`config.mk`:
```
export PLATFORM = sky130hd
export DESIGN_NAME = instr_fetch_unit
export DESIGN_NICKNAME = d
export VERILOG_FILES = /design/src/rtl/instr_fetch_unit.sv
export SDC_FILE = /design/constraint.sdc
export NUM_CORES = 1
export LEC_CHECK = 0
export CORE_UTILIZATION = 43
export DETAILED_ROUTE_END_ITERATION = 10
export PLACE_DENSITY_LB_ADDON = 0.05
export SYNTH_ARGS = -nofsm -noshare
export SYNTH_HDL_FRONTEND = slang
export SYNTH_SLANG_ARGS = --single-unit
export TNS_END_PERCENT = 100
```
`constraint.sdc`:
```
create_clock -name CLK -period 2.25 [get_ports CLK]
set_input_delay 0.45 -clock CLK [delete_from_list [all_inputs] [get_ports CLK]]
set_output_delay 0.45 -clock CLK [all_outputs]
set_load 0.05 [all_outputs]
```
`src/rtl/instr_fetch_unit.sv`:
```
// Fetch stage: owns the fetch PC, requests one word per instruction from the I-cache, hands it to decode.
// Latency: an ack in cycle N presents the instruction after edge N; L-cycle ack latency gives L+1 cycles/instr.
// Backpressure: Stall_fmem or Want_Freeze_IN hold the presented instruction; no new request until it is consumed.
//
// Ports:
//   CLK, RESET                         clock, async active-low reset
//   Alt_PC_IN / Request_Alt_PC_IN      redirect target and request from decode (sampled on consume edges only)
//   Want_Freeze_IN                     re-present the current instruction instead of advancing
//   Stall_fmem                         data-cache stall, decode is not advancing
//   IC_Req_OUT / IC_Addr_OUT           instruction-cache read request, word aligned
//   IC_Ack_IN / IC_Data_IN             cache response (may come in the request cycle)
//   Instr1_OUT, Instr_PC_OUT,
//   Instr_PC_Plus4_OUT                 instruction to decode with its PC and PC+4
//   ReadyfID_OUT                       high when no instruction is available (active-high not-ready)
module instr_fetch_unit #(
    parameter logic [31:0] BOOT_PC = 32'h0040_0000
) (
    input  logic        CLK,
    input  logic        RESET,
    input  logic [31:0] Alt_PC_IN,
    input  logic        Request_Alt_PC_IN,
    input  logic        Want_Freeze_IN,
    input  logic        Stall_fmem,
    output logic        IC_Req_OUT,
    output logic [31:0] IC_Addr_OUT,
    input  logic        IC_Ack_IN,
    input  logic [31:0] IC_Data_IN,
    output logic [31:0] Instr1_OUT,
    output logic [31:0] Instr_PC_OUT,
    output logic [31:0] Instr_PC_Plus4_OUT,
    output logic        ReadyfID_OUT
);

    typedef enum logic {
        S_WAIT  = 1'b0,
        S_VALID = 1'b1
    } state_t;

    state_t      state, state_nxt;
    logic [31:0] fetch_pc, fetch_pc_nxt;
    logic [31:0] instr, instr_nxt;
    logic [31:0] instr_pc, instr_pc_nxt;
    logic        consume;

    // One decode advance: an instruction is on offer and the data cache is not stalling.
    assign consume = (state == S_VALID) && !Stall_fmem;

    always_ff @(posedge CLK or negedge RESET) begin
        if (!RESET) begin
            state    <= S_WAIT;
            fetch_pc <= BOOT_PC;
            instr    <= 32'h0000_0000;
            instr_pc <= 32'h0000_0000;
        end else begin
            state    <= state_nxt;
            fetch_pc <= fetch_pc_nxt;
            instr    <= instr_nxt;
            instr_pc <= instr_pc_nxt;
        end
    end

    always_comb begin
        state_nxt    = state;
        fetch_pc_nxt = fetch_pc;
        instr_nxt    = instr;
        instr_pc_nxt = instr_pc;
        case (state)
            S_WAIT: begin
                // Stall_fmem does not matter here: the response is captured regardless.
                if (IC_Ack_IN) begin
                    instr_nxt    = IC_Data_IN;
                    instr_pc_nxt = fetch_pc;
                    state_nxt    = S_VALID;
                end
            end
            S_VALID: begin
                // The redirect raised with the branch is only seen on the next consume,
                // i.e. when the delay slot leaves, so the delay slot is never squashed.
                // A freeze on a consume edge re-presents the instruction and drops the redirect;
                // decode re-raises it when it re-evaluates. Acks arriving here are ignored.
                if (consume && !Want_Freeze_IN) begin
                    fetch_pc_nxt = Request_Alt_PC_IN ? Alt_PC_IN : (instr_pc + 32'd4);
                    state_nxt    = S_WAIT;
                end
            end
            default: state_nxt = S_WAIT;
        endcase
    end

    assign IC_Req_OUT         = (state == S_WAIT);
    assign ReadyfID_OUT       = (state == S_WAIT);
    assign IC_Addr_OUT        = {fetch_pc[31:2], 2'b00};
    assign Instr1_OUT         = instr;
    assign Instr_PC_OUT       = {instr_pc[31:2], 2'b00};
    assign Instr_PC_Plus4_OUT = {instr_pc[31:2], 2'b00} + 32'd4;

endmodule

```
## After elaboration in Yosys (flattened, before gate mapping)

Index checks and enable logic that the tools add are counted.

| operators by class | value |
|---|---|
| add/subtract/negate cells | 2 |
| muxes and demuxes | 4 |
| bitwise gates (word level) | 1 |
| reduce and logical (&&, ||, !) cells | 6 |

Operators with widths:

| cell | count |
|---|---|
| $add 32x3->32 const B | 2 |
| $mux 32 | 1 |
| $reduce_and 2->1 | 2 |
| $logic_and 1x1->1 | 2 |
| $logic_not 1->1 | 2 |
| $mux 1 | 2 |
| $pmux 1 s2 | 1 |
| $not 1->1 | 1 |

| storage, ports and cells | value |
|---|---|
| bits in registers | 97 |
| input port bits | 70 |
| output and inout port bits | 130 |
| word-level logic and storage cells | 17 |

## Logic depth before layout (Yosys ltp)

| depth | value |
|---|---|
| depth after elaboration | 5 |
| mapped depth | 7 |
| depth with buffers taken out | 6 |

## Least setup slack after synthesis

OpenSTA, ideal clock, no wires.

| path | value |
|---|---|
| path kind | reg2out |
| start point | register instr_pc[2] |
| end point | output Instr_PC_Plus4_OUT[26] |
| data arrival time | 2.483 ns |
| data required time | 1.800 ns |
| setup slack | -0.683 ns |
| cell stages (with the launch flop) | 7 |
| path buffers | 1 |
| cell sequence | dfrtp_1 > ha_1 > and3_1 > buf_4 > and2_1 > nand4_1 > xnor2_1 |

| between the ends | value |
|---|---|
| cells in the longest elaborated chain, start to end | 1 |

RTL lines:

| what | line | source |
|---|---|---|
| start, declared | 42 | `logic [31:0] instr_pc, instr_pc_nxt;` |
| start signal, assigned | 58 | `instr_pc <= instr_pc_nxt;` |
| $add 32x3->32 | 95 | `assign Instr_PC_Plus4_OUT = {instr_pc[31:2], 2'b00} + 32'd4;` |
| end, declared | 30 | `output logic [31:0] Instr_PC_Plus4_OUT,` |

No other way between the ends.

## Worst setup path after layout

| path | value |
|---|---|
| start point | register instr_pc[12] |
| end point | output Instr_PC_Plus4_OUT[30] |

Same word-level chain as after synthesis.

==> summary.md <==
| Metric | Value |
|---|---|
| # IOs | 200 |
| Crit-path slowest cell | dfrtp_4 |
| RSZ-0062 raised after global routing | yes |
| Mapped Avg Cell Area | about 12 um^2 |
| CP cell instances | buf_4 -> and4_2 -> nand4_1 -> o31a_1 -> or2_4 -> buf_12 |
| Initial antenna violation count | 0 |
| MaxCap Viol Count | 0 |
| Die Y | around 110 um |
| Power Density | roughly 1400 nW/um^2 |
| Worst-Margin Slew | around 0.56 ns |
| Ant diodes | 0 |
| H-tree Lvls | 3 |
| Final RePlAce weighted congestion | 0.881 |
| YS warnings | 0 |
| Largest stage delay, worst path | between 0.4 and 0.5 ns |
| Post-DP HPWL | slightly above 9000 um |
| DRC violation count after routing | 0 |
| Routed vias | 4028 |
| Worst hold path class | input pin to async pin |
| Ys async rst share | 100% |
| Area of the core | 10300 um^2 |
| Final setup fails | 24 |
| Vias in the first global route | 4251 |
| Post-synth cell types | 52 |
| Slew HR | 62.6% |
| Crit start category | flop |
| Failing checks | negative setup slack |
| CP Class | flop to primary output |
| 1st-iter DRT viols | 146 |
| Area delta synth->final | 77.0% |
| Grt ovf | 0 |
| Dpl cells | 717 |
| Clk_lat worst skew | ~0.36 ns |
| Fmax | 392 MHz |
| TritonCTS clock tree | built |
| GRT Total Usage | between 20% and 30% |
| Leakage power | 3.55 nW |
| Initial core utilization | 44.3% |
| First-pass GRT wire length | 21900 um |
| Clock tree buffer depth | 2 |
| Largest net degree at the start of global routing | between 40 and 50 |
| Maximum VDD drop | 0.00110 V |
| Mapped Area | around 4600 um^2 |
| Die W | 105 um |
| Layout Nets | 701 |
| Hold WS | between 0.06 and 0.07 ns |
| Clk pin slew, worst setup/hold paths | 0.11 ns |
| Total power | 11.3 mW |
| Worst Path Buf+Inv | 2 |
| Final period utilization | 113% |
| Worst Path Max Fanout | 6 |
| CP required | 1.80 ns |
| # hold bufs at CTS | 0 |
| Post-DRT Antenna Nets | 0 |
| Clock buffer count from CTS | 9 |
| Post-placement cell area | between 7000 and 8000 um^2 |
| # port buffers | between 150 and 200 |
| Critical path arrival | 2.10 ns |
| Max Slew Vio Count | 0 |
| Post-route cell area | 8100 um^2 |
| Setup TNS | -4.14 ns |
| Row Count | 37 |
| Vias per inst | 5.22 |
| Share of cells above drive strength 1 | 41.1% |
| DR pass1 iterations | 4 |
| Seq/Total Area, Yosys | 50.9% |
| Outcome | finished with violations |
| Worst path top cell family by delay | simple AND/OR/NAND/NOR gates |
| Final core occ | 78.4% |
| Clock root buffer master | clkbuf_8 |
| Minimum clock period | between 2 and 3 ns |
| Synth area leaders | dfrtp_1, mux2_2, nand2_1 |
| WL final | approximately 14000 um |
| Clk sink count | 93 |
| Die area | 11100 um^2 |
| Critical path endpoint category | primary output |
| Final hold vios | 0 |
| Clock skew | 0.0147 ns |
| Post-synth top area share | 50.3% |
| Slack of the critical path | -0.298 ns |
| Cell Count, Final, Fillers Out | 771 |
| Per-cell routed wire length | 18.2 um |
| Seq cells post-synth | 93 |
| Top FF cell, synth | dfrtp_1 |
| Syn Inst Count | 384 |
| Post-synth EDFFs | 0 |
| Area leader, netlist | dfrtp_1 |
| DP Worst Slack | 0.0147 ns |
==> power breakdown <==
part / switching (mW) / internal (mW)
sequential: 0.601 / 2.27
clock: 0.669 / 0.428
combinational: 4.33 / 2.99
==> synth_stat cells, types with 7 or more instances <==
library cell and number:
dfrtp_1 92, mux2_2 58, nand2_1 33, o21ai_0 23, and3_1 15, a221o_1 10, buf_4 9, clkbuf_1 9
nor2_1 9, xnor2_1 9, mux2i_1 8, xor2_1 7
==> worst register-to-register path, cell delays in order, from the launching register on <==
cell and delay, ns:
dfrtp_2 0.42, ha_4 0.15, and3_4 0.22, buf_6 0.13
nand3_4 0.10, nor3_4 0.27, xor2_4 0.12, buf_4 0.14
a221o_1 0.31
==> routing by layer <==
layer	track usage [%]	part of all wire, %
met4	6.44	1.2
met1	31.4	42
met5	0	0
met2	44.8	52
met3	4.80	5.2
==> path summary, 6_finish.rpt <==
check                      slack [ns]  depth (start not counted)          from                endpoint
setup / recovery                -0.30                          6  instr_pc[12]  Instr_PC_Plus4_OUT[30]
hold / removal                   0.07                          1         RESET            fetch_pc[26]
max in group asynchronous        1.51                          2         RESET            fetch_pc[22]
hold reg to reg                  0.51                          2  fetch_pc[12]            fetch_pc[12]
min in group CLK                 0.51                          2  fetch_pc[12]            fetch_pc[12]
setup reg to reg                 0.29                          8   instr_pc[2]            fetch_pc[18]
==> cells by family (layout without fill, tap and decap cells) <==
| kind of cell | Yosys count | in the layout | share of synthesized area, % |
|---|---|---|---|
| other | 1 | 6 | 0.0820 |
| multiplexers | 66 | 66 | 16.0 |
| adder cells (fa/ha/maj) | 1 | 1 | 0.273 |
| buffers and inverters | 34 | 280 | 3.99 |
| flip-flops | 93 | 93 | 50.9 |
| AO/OA/AOI/OAI | 54 | 54 | 7.96 |
| AND/OR/NAND/NOR | 113 | 113 | 15.6 |
| XOR/XNOR | 22 | 22 | 5.20 |
==> cell type report <==
type	instances	area [um^2]
Tap cell	136	170
Clock inverter	7	62.6
Fill cell	646	2230
Sequential cell	93	2360
Timing Repair Buffer	258	2780
Multi-Input combinational cell	262	2570
Clock buffer	9	124
Inverter	6	22.5
==> cell usage in the layout, fill, tap and decap left out, types with 4 or more instances in the layout <==
cell type        count
clkdlybuf4s50_1    153
nor2_1               8
mux2i_1              8
or2_4                5
mux2_2              58
dfrtp_1             67
nand4_1              6
nand3_4              7
inv_1                6
and3_1              13
clkbuf_8             9
buf_4               53
xnor2_4             12
nand2_1             31
buf_6               13
dlymetal6s2s_1       5
buf_12              30
a221o_1             10
o21ai_0             23
o21ai_1              5
conb_1               6
nand4_4              4
dfrtp_2             23
==> registers in the layout (all words and copies together), names as in the netlist <==
| register | flops |
|---|---|
| Instr1_OUT | 32 |
| fetch_pc | 30 |
| instr_pc | 30 |
| state | 1 |
==> timing repair <==
| item | in CTS | in global routing |
|---|---|---|
| endpoints found under the setup margin | 28 | 30 |
| gates resized for setup | 34 | 32 |
| setup buffers | 24 | 17 |
| pin swaps | 27 | 26 |
No activity file was read; power rests on OpenSTA's default activity.
